==> src/rtl/valve_sequencer.sv <==
// Sequences sprinkler/drip valves and pump: valve before pump, pump before valve.
// Latency: outputs registered, one CLK edge from sampled cmd to first output change.
// Backpressure: none; cmd is a level, changes are held off until min-run and drain complete.
module valve_sequencer #(
  parameter int unsigned SETTLE_CYC  = 4,
  parameter int unsigned MIN_RUN_CYC = 8,
  parameter int unsigned DRAIN_CYC   = 3
) (
  input  logic       CLK,
  input  logic       reset,
  input  logic [1:0] cmd,
  output logic       valve_asp,
  output logic       valve_got,
  output logic       pump,
  output logic       busy,
  output logic [1:0] state_o,
  output logic       err
);

  typedef enum logic [1:0] {
    IDLE     = 2'b00,
    OPENING  = 2'b01,
    RUNNING  = 2'b10,
    STOPPING = 2'b11
  } state_t;

  localparam logic [15:0] SETTLE_LAST = 16'(SETTLE_CYC - 1);
  localparam logic [15:0] RUN_LAST    = 16'(MIN_RUN_CYC - 1);
  localparam logic [15:0] DRAIN_LAST  = 16'(DRAIN_CYC - 1);

  state_t      state, state_n;
  logic [15:0] cnt, cnt_n;
  logic [1:0]  tgt, tgt_n;
  logic        valve_asp_n, valve_got_n, pump_n, err_n;
  logic [1:0]  eff_cmd;

  // Illegal 11 sequences exactly like "none"; it only raises the sticky error.
  assign eff_cmd = (cmd == 2'b11) ? 2'b00 : cmd;

  assign busy    = (state != IDLE);
  assign state_o = state;

  // State, counter, target and registered outputs; reset drops everything at once.
  always_ff @(posedge CLK or negedge reset) begin
    if (!reset) begin
      state     <= IDLE;
      cnt       <= '0;
      tgt       <= 2'b00;
      valve_asp <= 1'b0;
      valve_got <= 1'b0;
      pump      <= 1'b0;
      err       <= 1'b0;
    end else begin
      state     <= state_n;
      cnt       <= cnt_n;
      tgt       <= tgt_n;
      valve_asp <= valve_asp_n;
      valve_got <= valve_got_n;
      pump      <= pump_n;
      err       <= err_n;
    end
  end

  // Next-state and next-output logic; every branch starts from "hold".
  always_comb begin
    state_n     = state;
    cnt_n       = cnt;
    tgt_n       = tgt;
    valve_asp_n = valve_asp;
    valve_got_n = valve_got;
    pump_n      = pump;
    err_n       = err | (cmd == 2'b11);

    unique case (state)
      IDLE: begin
        valve_asp_n = 1'b0;
        valve_got_n = 1'b0;
        pump_n      = 1'b0;
        if (eff_cmd == 2'b10 || eff_cmd == 2'b01) begin
          tgt_n       = eff_cmd;
          valve_asp_n = eff_cmd[1];
          valve_got_n = eff_cmd[0];
          cnt_n       = '0;
          state_n     = OPENING;
        end
      end

      OPENING: begin
        // cmd is deliberately ignored while the valve settles.
        if (cnt == SETTLE_LAST) begin
          pump_n  = 1'b1;
          cnt_n   = '0;
          state_n = RUNNING;
        end else begin
          cnt_n = cnt + 16'd1;
        end
      end

      RUNNING: begin
        // A stop/change requested early is honoured once the minimum run elapses.
        if (cnt == RUN_LAST) begin
          if (eff_cmd != tgt) begin
            pump_n  = 1'b0;
            cnt_n   = '0;
            state_n = STOPPING;
          end
        end else begin
          cnt_n = cnt + 16'd1;
        end
      end

      STOPPING: begin
        if (cnt == DRAIN_LAST) begin
          cnt_n = '0;
          if (eff_cmd == 2'b00) begin
            valve_asp_n = 1'b0;
            valve_got_n = 1'b0;
            tgt_n       = 2'b00;
            state_n     = IDLE;
          end else begin
            // Old valve closes and new one opens on the same edge; if the
            // target is unchanged the valve simply stays open.
            valve_asp_n = eff_cmd[1];
            valve_got_n = eff_cmd[0];
            tgt_n       = eff_cmd;
            state_n     = OPENING;
          end
        end else begin
          cnt_n = cnt + 16'd1;
        end
      end

      default: state_n = IDLE;
    endcase
  end

endmodule

==> config.mk <==
export PLATFORM = sky130hd
export DESIGN_NAME = valve_sequencer
export DESIGN_NICKNAME = d
export VERILOG_FILES = /design/src/rtl/valve_sequencer.sv
export SDC_FILE = /design/constraint.sdc
export NUM_CORES = 1
export LEC_CHECK = 0
export ABC_AREA = 1
export ABC_CLOCK_PERIOD_IN_PS = 1600
export CAP_MARGIN = 20
export CORE_MARGIN = 10
export CORE_UTILIZATION = 53
export DETAILED_ROUTE_END_ITERATION = 8
export PLACE_DENSITY = 0.75
export SYNTH_ARGS = -nofsm -noshare
export SYNTH_HDL_FRONTEND = slang
export SYNTH_SLANG_ARGS = --single-unit
==> constraint.sdc <==
create_clock -name CLK -period 1.6 [get_ports CLK]
set_input_delay 0.32 -clock CLK [delete_from_list [all_inputs] [get_ports CLK]]
set_output_delay 0.32 -clock CLK [all_outputs]
set_load 0.005 [all_outputs]
==> key figures <==
Status
  • Status: finished clean

Setup path
  • Worst R2R End: cnt[7]
  • Max incr delay on CP: 0.54 ns
  • Worst r2r path cells: 5
  • Slowest stage cell, crit path: clkdlybuf4s50_1
  • Ordered list of cells on the worst path: clkdlybuf4s50_1
  • R2R Setup Slk: 0.02 ns
  • Worst setup path class: flop to output port
  • Worst path top cell family by delay: buffers and inverters
  • Maximum fanout along the worst path: 2
  • CP Data Arrival Time: 1.26 ns
  • Data required, critical path: 1.28 ns
  • Worst Setup Start Kind: flop
  • Crit Reg-Reg Startpoint: state_o[1]
  • Critical path endpoint category: output port
  • Bufs and invs on worst path: 1

Yosys
  • Mux contribution to synthesized area: 0
  • Ys async rst share: 1.00
  • Seq cells post-synth: 24
  • Ys flop type: dfrtp_1
  • Post-Synthesis Cells: 248
  • Simple-Gate Fraction of Synth Area: 0.379
  • Ranking of synthesized cells by area: dfrtp_1, nand2_1, nand3_1
  • Count leader, synth: nand2_1
  • Largest area contributor in the netlist: dfrtp_1
  • Post-synth EDFFs: 0
  • Mapped Area: 0.00175 mm²
  • Synth Area in Compound Gates: 0.0909
  • Sequential share of the synthesized area: 0.344
  • Synth cell types: 28
  • YS warnings: 0
  • Largest family of logic cells by synthesized area: simple AND/OR/NAND/NOR gates
  • Top-area cell type share of the netlist area: 0.344
  • Synthesized Nets: 262
  • Adder-cell share of the synthesized area: 0.0716
  • Post-synth top cells: nand2_1, inv_1, nand3_1
  • Post-synthesis average cell area: 7.05 µm²
  • XOR/XNOR share of the synthesized area: 0.0301

Timing
  • RSZ-0062 raised after global routing: yes
  • Worst-margin pin slew: 0.399 ns
  • Min cycle time layout: 1.58 ns
  • Worst hold slack: 0.315 ns
  • Layout Skew: 0.00690 ns
  • Final period util: 0.989
  • Final hold viol count: 0
  • Setup violators final: 0
  • Worst rel slew slack: 0.731
  • Max Freq: 632 MHz
  • Slew Viols, Final: 0

Global route
  • Met2 global-route usage: 0.251
  • Met3 Use GR: 0.0253
  • Number of global-route vias before repair: 1,700
  • Total GRT Usage: 0.159
  • Grt ovf: 0
  • Busiest grt layer: met2
  • First-pass GRT wire length: 7990 µm
  • Met1 usage: 0.210
  • Antenna violations before repair: 0
  • Largest net degree at the start of global routing: 25

Routing
  • Initial DRC count: 228
  • Drt wl/cell: 16.4 µm
  • Final wirelength: 5570 µm
  • DRT antenna net count: 0
  • TritonRoute pass-1 iters: 5
  • Drt drc: 0
  • Via count: 1,893
  • Vias per cell: 5.57

Placed design
  • DP HPWL: 3380 µm
  • Routability Congestion: 0.884
  • Post-DP Area: 0.00207 mm²
  • IO buf count: 10

Finish
  • Final Instance Area: 0.00247 mm²
  • Nets: 311
  • Area Growth Syn to Fin: 41.2%
  • Diode count: 0
  • Share of cells above drive strength 1: 0.351

Hold path
  • Hold WC Path Type: primary input to async pin

CTS
  • Root Buffer: clkbuf_4
  • CTS Hold Bufs: 0
  • Worst-Skew Late Latency: 0.34 ns
  • Register clock-pin slew on the reported worst setup and hold paths: 0.15 ns
  • CTS tree: yes
  • Clock Sink Count: 24
  • Htree depth: 1
  • Total CTS buffers: 3
  • Clock buffer depth: 2

Die
  • Die extent in y: 77.4 µm
  • Die X: 77.4 µm
  • Core area: 0.00310 mm²
  • Initial core utilization: 0.563
  • Die area: 0.00599 mm²
  • IO Pins: 11
  • Row Count: 20

Run
  • Max-cap violations: 0

Power and ir drop
  • Total Power: 1120 µW
  • Leak pwr: 0.00117 µW
  • VDD IR max: 0.000455 V
  • Pwr per Cell Area: 454 mW/mm²
## timing repair
action | in CTS | in global routing
gates resized for setup | 18 | 62
buffers inserted | 5 | 9
pin swaps | 2 | 20
gates cloned | 0 | 0
setup endpoints to repair | 23 | 26
## how the worst max path moves through the flow
stage,start,to,slack (ns),cells past startpoint
2_1_floorplan,state_o[0],state_o[0],0.08,10
3_3_place_gp,cmd[0],cnt[13],-0.40,9
3_5_place_dp,cmd[0],cnt[5],-0.50,11
4_1_cts,state_o[0],busy,-0.13,4
5_1_grt,state_o[1],state_o[0],-0.05,7
6_report,err,err,0.02,1
## metrics by stage
| step | TNS, ns | setup slack (ns) | util | std cells |
|---|---|---|---|---|
| 3_3_place_gp | -7.50 | -0.400 | 0.666 | 322 |
| 2_1_floorplan | 0 | 0.0762 | - | 248 |
| 4_1_cts | -0.131 | -0.131 | 0.705 | 331 |
| 3_5_place_dp | -9.09 | -0.504 | 0.666 | 322 |
| 6_report | 0 | 0.0175 | 0.796 | 340 |
| 5_1_grt | -0.381 | -0.0490 | 0.796 | 340 |
## layout make-up
cell class                 count  area (µm²)
clock buffer                   3        22.5
clock inverter                 1        30.0
fill                         213         634
inverter                      31         121
multi-input combinational    187        1230
sequential                    24         607
tap                           44        55.1
timing repair buffer          50         407
## registers in the layout, summed over array words and instances (netlist names)
signal / cells
state_o: 2
valve_got: 1
cnt: 16
tgt: 2
err: 1
pump: 1
valve_asp: 1
## cell usage in the layout, fill, tap and decap left out, types with 2 or more instances in the layout
cell type | Yosys | final
ha_4 | 0 | 5
nand3_1 | 30 | 26
dfrtp_1 | 24 | 19
buf_4 | 2 | 36
ha_1 | 10 | 2
inv_4 | 0 | 2
buf_6 | 0 | 4
nand2_1 | 76 | 69
nor3_1 | 2 | 2
o21ai_1 | 5 | 4
nor2_1 | 20 | 14
nand4_1 | 4 | 4
clkbuf_2 | 0 | 2
nand3_2 | 1 | 3
dfrtp_2 | 0 | 5
nand3_4 | 0 | 2
o22ai_1 | 4 | 3
clkdlybuf4s50_1 | 0 | 3
ha_2 | 0 | 3
nor2_4 | 1 | 7
nand2_2 | 4 | 9
o21ai_0 | 5 | 5
o311ai_0 | 6 | 3
xor2_1 | 6 | 5
nand2_4 | 1 | 3
o311ai_1 | 0 | 3
dlygate4sd2_1 | 0 | 3
inv_2 | 0 | 5
inv_1 | 30 | 24
dlymetal6s2s_1 | 0 | 2
nor2_2 | 6 | 6
clkbuf_4 | 0 | 3
## report_power, final
part / leakage, µW / switching (µW) / total [µW] / internal [µW]
Sequential: 0.000284 / 0.0000271 / 607 / 607
Clock: 0.0000279 / 217 / 471 / 254
Combinational: 0.000856 / 27.0 / 43.7 / 16.7
## cell families (layout without fill, tap and decap cells)
family	Yosys count	count (layout)
AOI/OAI and AO/OA	23	23
xor gates and xnor gates	6	6
DFF	24	24
buffers and inverters	37	85
adders and majority gates	10	10
and+or+nand+nor	148	148
## layer usage
layer / up-vias / share of wire / wire length [µm]
met3: 9 / 0.078 / 436
met2: 85 / 0.48 / 2660
met4: 0 / 0.020 / 109
met5: - / 0 / 0
met1: 898 / 0.42 / 2360
li1: 901 / - / -
(Power assumes the default switching activity.)
